## config.mk

```make
export PLATFORM = sky130hd
export DESIGN_NAME = regfile_scoreboard
export DESIGN_NICKNAME = d
export VERILOG_FILES = /design/src/rtl/regfile_scoreboard.sv
export SDC_FILE = /design/constraint.sdc
export NUM_CORES = 1
export LEC_CHECK = 0
export BUFFER_PORTS_ARGS = -buffer_cell sky130_fd_sc_hd__buf_2
export CORE_MARGIN = 4
export CORE_UTILIZATION = 55
export DETAILED_ROUTE_END_ITERATION = 8
export PLACE_DENSITY = 0.79
export SLEW_MARGIN = 15
export SYNTH_ARGS = -nofsm -noshare
export SYNTH_HDL_FRONTEND = slang
export SYNTH_SLANG_ARGS = --single-unit
export TNS_END_PERCENT = 50
```

## constraint.sdc

```tcl
create_clock -name clock -period 3.35 [get_ports clock]
set_clock_uncertainty 0.05 [all_clocks]
set_input_delay 0.1675 -clock clock [delete_from_list [all_inputs] [get_ports clock]]
set_output_delay 0.1675 -clock clock [all_outputs]
set_load 0.1 [all_outputs]
```

## src/rtl/regfile_scoreboard.sv

```systemverilog
// Two-read / one-write register file with a pending-write scoreboard,
// RAW/WAW issue stalls, write-back bypass and an optional hardwired-zero r0.
module regfile_scoreboard #(
  parameter int WIDTH   = 16,
  parameter int ADDRW   = 3,
  parameter int ZERO_R0 = 0
) (
  input  logic                  clock,
  input  logic                  resetn,
  input  logic                  issue_valid,
  input  logic                  issue_use1,
  input  logic                  issue_use2,
  input  logic [ADDRW-1:0]      raddr1,
  input  logic [ADDRW-1:0]      raddr2,
  input  logic                  issue_wr,
  input  logic [ADDRW-1:0]      issue_dst,
  output logic                  issue_ready,
  output logic [WIDTH-1:0]      rdata1,
  output logic [WIDTH-1:0]      rdata2,
  output logic                  rvalid,
  input  logic                  wb_valid,
  input  logic [ADDRW-1:0]      wb_addr,
  input  logic [WIDTH-1:0]      wb_data,
  output logic [(1<<ADDRW)-1:0] busy_vec,
  output logic                  wb_err,
  input  logic [ADDRW-1:0]      dbg_sel,
  output logic [WIDTH-1:0]      dbg_data
);

  localparam int NREG = 1 << ADDRW;
  localparam bit Z0   = (ZERO_R0 != 0);

  logic [WIDTH-1:0] regs_q [NREG];
  logic [NREG-1:0]  busy_q, busy_d;
  logic [WIDTH-1:0] rdata1_q, rdata1_d;
  logic [WIDTH-1:0] rdata2_q, rdata2_d;
  logic             rvalid_q;
  logic             wb_err_q, wb_err_d;

  logic             wb_en;
  logic             hit1, hit2, hit_dst;
  logic             raw1, raw2, waw, fire, set_en;
  logic [WIDTH-1:0] reg1, reg2;

  // A write-back aimed at a hardwired r0 is treated as if it never happened.
  assign wb_en   = wb_valid && !(Z0 && wb_addr == '0);
  assign hit1    = wb_en && (wb_addr == raddr1);
  assign hit2    = wb_en && (wb_addr == raddr2);
  assign hit_dst = wb_en && (wb_addr == issue_dst);

  assign raw1 = issue_use1 && busy_q[raddr1] && !hit1;
  assign raw2 = issue_use2 && busy_q[raddr2] && !hit2;
  assign waw  = issue_wr && busy_q[issue_dst] && !hit_dst;

  assign issue_ready = !(raw1 || raw2 || waw);
  assign fire        = issue_valid && issue_ready;
  assign set_en      = fire && issue_wr && !(Z0 && issue_dst == '0);

  assign reg1 = (Z0 && raddr1 == '0) ? '0 : regs_q[raddr1];
  assign reg2 = (Z0 && raddr2 == '0) ? '0 : regs_q[raddr2];

  always_comb begin
    rdata1_d = rdata1_q;
    rdata2_d = rdata2_q;
    if (fire) begin
      rdata1_d = !issue_use1 ? '0 : (hit1 ? wb_data : reg1);
      rdata2_d = !issue_use2 ? '0 : (hit2 ? wb_data : reg2);
    end
  end

  // Clear from write-back first so a same-cycle issue to that register wins.
  always_comb begin
    busy_d = busy_q;
    if (wb_en)  busy_d[wb_addr]   = 1'b0;
    if (set_en) busy_d[issue_dst] = 1'b1;
  end

  assign wb_err_d = wb_err_q || (wb_en && !busy_q[wb_addr]);

  always_ff @(posedge clock or negedge resetn) begin
    if (!resetn) begin
      for (int i = 0; i < NREG; i++) regs_q[i] <= '0;
      busy_q   <= '0;
      rdata1_q <= '0;
      rdata2_q <= '0;
      rvalid_q <= 1'b0;
      wb_err_q <= 1'b0;
    end else begin
      if (wb_en) regs_q[wb_addr] <= wb_data;
      busy_q   <= busy_d;
      rdata1_q <= rdata1_d;
      rdata2_q <= rdata2_d;
      rvalid_q <= fire;
      wb_err_q <= wb_err_d;
    end
  end

  assign rdata1   = rdata1_q;
  assign rdata2   = rdata2_q;
  assign rvalid   = rvalid_q;
  assign busy_vec = busy_q;
  assign wb_err   = wb_err_q;
  assign dbg_data = (Z0 && dbg_sel == '0) ? '0 : regs_q[dbg_sel];

endmodule
```

Word level (Yosys, flattened, before mapping)
Cells that the tools add are included.
Operators by class
  $lt $le $gt $ge: 11
  eq/ne operators: 3
  multiplexer cells: 30
  bitwise operators: 7
  reductions and logical operators: 23
Operators by type and width (count)
  2-to-1 mux 16 bit: 11
  binary-select mux 16 bit (select 3 bit): 3
  bitwise mux 128 bit: 1
  demux 16 bit (select 3 bit): 1
  >= comparator 4 bit (second input constant): 4
  < comparator 3 x 4 -> 1 bit (second input constant): 4
  2-to-1 mux 8 bit: 2
  inverter 3 -> 4 bit: 4
  logical AND 1 bit: 15
  binary-select mux 1 bit (select 3 bit): 4
  equality test 3 bit: 3
  bitwise AND 8 bit: 1
  inverter 8 bit: 1
  bitwise OR 8 bit: 1
  demux 1 bit (select 3 bit): 2
  >= comparator 3 x 1 -> 1 bit (second input constant): 2
  2-to-1 mux 1 bit: 6
  logical NOT 1 bit: 5
  < comparator 4 x 1 -> 1 bit (second input constant): 1
  logical OR 1 bit: 3
Word-level totals
  register bits after elaboration: 170
  input bits: 38
  output and inout bits: 59
  logic and storage cells: 87

Depth between registers and ports, before layout
  depth in word-level cells: 10
  mapped depth: 7
  depth with buffers taken out: 5

Least setup slack after synthesis
OpenSTA, ideal clock, no wires.
  kind: register -> output
  from: register busy_q[6] (netlist: busy_vec[6])
  to: output issue_ready
  arrival: 3.106 ns
  required time: 3.132 ns
  setup slack: 0.027 ns
  stages on the path, launching flop included: 6
  buffers on the path: 0
  cell sequence: dfrtp_1 -> mux2_4 -> a32o_2 -> o311ai_4 -> o21ai_0 -> nor2_1
On the way
  longest elaborated chain between the ends: 7
  elaborated cells between the ends (all ways): 15
  classes of those cells: 6 x mux; 9 x reduce/logical
RTL lines
  start, declared: line 34  | logic [NREG-1:0] busy_q, busy_d;
  start signal, assigned: line 90  | busy_q <= busy_d;
  binary-select mux 1 bit (select 3 bit) (on tied branches): line 51, 52
  2-to-1 mux 1 bit (on tied branches): line 51, 52
  logical AND 1 bit (on tied branches) (2 in a row): line 51, 52
  logical OR 1 bit: line 55  | assign issue_ready = !(raw1 || raw2 || waw);
  logical OR 1 bit (*): line 55
  logical NOT 1 bit (*): line 55
  end, declared: line 17  | output logic issue_ready,
Mark *: on every way between the ends. The rest lies on a longest branch, timed or not. The select of a mux whose other input is x is not followed.

Worst setup path in the final report
  from: register busy_q[6] (netlist: busy_vec[6])
  to: register rdata2_q[15] (netlist: rdata2[15])
On the way
  longest elaborated chain between the ends: 8
  elaborated cells between the ends (all ways): 16
  classes of those cells: 6 x mux; 10 x reduce/logical
RTL lines
  binary-select mux 1 bit (select 3 bit) (on tied branches): line 51, 52
  2-to-1 mux 1 bit (on tied branches): line 51, 52
  logical AND 1 bit (on tied branches) (2 in a row): line 51, 52
  logical OR 1 bit: line 55
  logical OR 1 bit (*): line 55
  logical NOT 1 bit (*): line 55
  logical AND 1 bit (*): line 56  | assign fire = issue_valid && issue_ready;
  end signal, assigned: line 92  | rdata2_q <= rdata2_d;
  end, declared: line 36  | logic [WIDTH-1:0] rdata2_q, rdata2_d;
Marked as above.
A chain may end at the register's enable or synchronous reset.

==> impl_results.md <==
* Critical path arrival at between 2000 and 3000 ps
* Worst-path clk slew at 60 ps
* Register share of total power at between 30% and 40%
* Starting density of the core at between 50% and 60%
* Initial antenna violation count at 0
* Die area at approximately 0.021 mm^2
* Crit path time final at approximately 2600 ps
* TritonCTS clock tree: yes
* CTS H-tree lvls at 4
* Placed cell areas at ~0.011 mm^2
* Final RePlAce weighted congestion at ~0.91
* Mapped Cells at roughly 690
* Final instance area at around 0.011 mm^2
* CP max-delay cell: o211a_4
* CP cell instances: mux2_4 -> a32o_2 -> o311ai_4 -> o211a_4 -> mux2_1
* CTS Sinks at 170
* Part of the power in the clock network at 22.7%
* R2R Path Start: busy_vec[6]
* Final hold viol count at 0
* Die H at around 140 um
* Clock Root Buffer: clkbuf_16
* Final Util at 62.95%
* Post-Layout Cell Count at 998
* RSZ-0062 raised after global routing: no
* Io pins at 97
* P_int at ~4.9 mW
* Startpoint types: register
* Post-synthesis cell area at 0.01022 mm^2
* Largest net degree at the start of global routing at 78
* Post-CTS setup buffers at 0
* Syn Area/Cell at roughly 15 um^2
* Switching share of power at a little over two fifths
* Vias at roughly 6800
* Flop2flop setup slack at between 700 and 800 ps
* Relative slew slack at a little over a third
* P&R area growth vs syn at 11.44%
* Critical Path Max Stage Delay at about 730 ps
* Number of global-route vias before repair at 7300
* M3 GR Usage at about 6.2%
* Fmax at ~380 MHz
* Via density at between 6 and 7
* Met1 Usage GRT at about a third
* WP buf/inv at 0
* Diode count at 0
* Largest delay share family, worst path: compound AO/OA/AOI/OAI gates
* Routed WL at between 20000 and 30000 um
* Pwr per Cell Area at 736.8 mW/mm^2
* Status: completed
* Critical path class: register to register
* Comb pwr share at 41.5%
* Width of the die at about 140 um
* CORE AREA at between 0.015 and 0.02 mm^2
* Post-synthesis sequential area ratio at a little over two fifths
* Hold_sp: wb_data[11]
* Yosys warnings at 0
* Number of cells on the worst hold path at 2
* VDD IR max at about 0.48 mV
* Fill count at between 1000 and 1500
* Router iterations before antenna repair at 5
* Class of the worst hold path: input port to register
* Dpl cells at 966
* Dpl hpwl at 17060 um
* Row count at ~50
* Iter 0 DRT Violations at ~550
* Worst r2r dst: rdata2[15]
* Total clock buffers created by CTS at 17
* Fin crit share at about 78%
* Routed len/inst at 26.44 um
* Asr flop ratio synth at 100.0%
* Nets@finish at 795
* Setup TNS at 0 ps
* Slew of the pin with the lowest slew margin at between 900 and 1000 ps
* First-pass GRT wire length at about 42000 um
* Drc violations at 0
* Grt met2 use at 44.38%
* Final ANT Viol Nets at 0
* Worst-skew pair later-pin latency at about 430 ps
* CTS Buffer Depth at 2
* Port Buf Inserts at 96
* Number of flops mapped to enable cells by yosys at 0
* Tot GR Track Use at 26.45%
* Grt ovf at 0
* Reg2Reg Depth at 5
* Synth Flop Type: dfrtp_1
* Library cells used by synthesis at 38
* NetSw at around 3.5 mW
* CP endpoint kind: register
* Fraction of layout cells with a size suffix above 1 at just under 50%
* Setup-failing EPs final at 0
* Final Max Tran Viols at 0
* Power consumption at about 8.4 mW
* Crit path max fanout at 41
* Max cap viols at 0
* Synthesized Nets at between 700 and 800
* Number of synthesized register bits at 170
* Worst EP required at 3600 ps
* Global route hottest layer: met2
* Leak at between 4 and 5 nW
* Hold EP: regs_q[91]
## worst max-delay path by stage
| stage | endpoint | startpoint | slack [ps] | cells past startpoint |
|---|---|---|---|---|
| 3_5_place_dp | rdata2[15] | raddr2[2] | 670 | 6 |
| 6_report | rdata2[15] | busy_vec[6] | 740 | 5 |
| 4_1_cts | rdata2[15] | busy_vec[6] | 740 | 5 |
| 5_1_grt | rdata2[15] | busy_vec[6] | 680 | 5 |
| 2_1_floorplan | issue_ready | busy_vec[6] | 30 | 5 |
| 3_3_place_gp | rdata1[14] | raddr2[2] | 770 | 6 |
## synthesized netlist by cell type (all sizes together), types with 2 or more instances
cell type  count  area [um^2]
o21ai         34        170.2
dfrtp        170         4254
xnor2          9        78.83
a32o           9        91.34
mux4          98         2207
nor2b          6        37.54
nand3          6        30.03
nor3b          2        20.02
nand3b         4        30.03
nand4          4        25.02
o311ai         2        35.04
mux2         182         2170
nand2          2        7.510
buf           49        289.0
and2           4        25.02
a21oi         34        170.2
mux2i         37        370.4
clkbuf        25        93.84
nor2           3        11.26
inv            4        15.01
## power groups by stage
stage / logic, mW / clock network, mW / registers (mW)
after global placement: 3.41 / 0 / 2.93
after global routing: 3.63 / 2.02 / 3.06
after floorplan: 1.88 / 0 / 3.93
after detailed placement: 3.49 / 0 / 3.00
after CTS: 3.50 / 1.93 / 2.98
final: 3.48 / 1.91 / 3.00
## metal layers
metal / routed length [um] / share of wire (%)
met5: 0 / 0
met4: 667 / 2.5
met3: 1791 / 6.8
met1: 10540 / 40
met2: 13390 / 51
## cell usage in the layout (no fill, tap or decap), types with 21 or more instances in the layout
cell type  instances
mux2_2            98
a21oi_1           34
buf_4             21
mux2i_1           37
mux2_4            32
o21ai_0           34
dfrtp_1          170
buf_2             94
mux4_2            98
mux2_1            52
## what timing repair did
| action | CTS | global route |
|---|---|---|
| hold buffers | 1 | 0 |
| hold endpoints to repair | 75 | 0 |
| gates resized for setup | 0 | 0 |
| endpoints found under the setup margin | 0 | 0 |
## kinds of logic after synthesis
family	synth area share [%]
flip-flops	41.64
multiplexers	46.47
XOR/XNOR	0.7716
AO/OA/AOI/OAI	5.009
buffers and inverters	3.895
AND/OR/NAND/NOR	2.217
## worst register-to-register path, delay by kind of cell, from the launching register on
family,cells,cell delay (ps)
AOI/OAI and AO/OA,3,1300
DFF,1,440
muxes,2,690
## metrics by stage
step	hold slack (ps)	setup slack (ps)
global route	46.38	680.7
finish	37.24	739.9
CTS	25.76	735.3
floorplan	-178.1	26.83
global placement	186.6	766.6
detailed placement	203.5	671.7
## flip-flops by register name (all words and copies together), names as in the netlist
signal	count
busy_vec	8
rvalid	1
rdata1	16
rdata2	16
regs_q	128
wb_err	1
## cell type report
cell class,instances,area [um^2],area share (%)
Multi-Input combinational cell,445,5564,48.87
Sequential cell,170,4254,37.37
Timing Repair Buffer,119,689.4,6.056
Clock buffer,22,484.2,4.253
Tap cell,229,286.5,2.517
Clock inverter,9,91.34,0.8023
Inverter,4,15.01,0.1319
No activity file was read; power rests on OpenSTA's default activity.
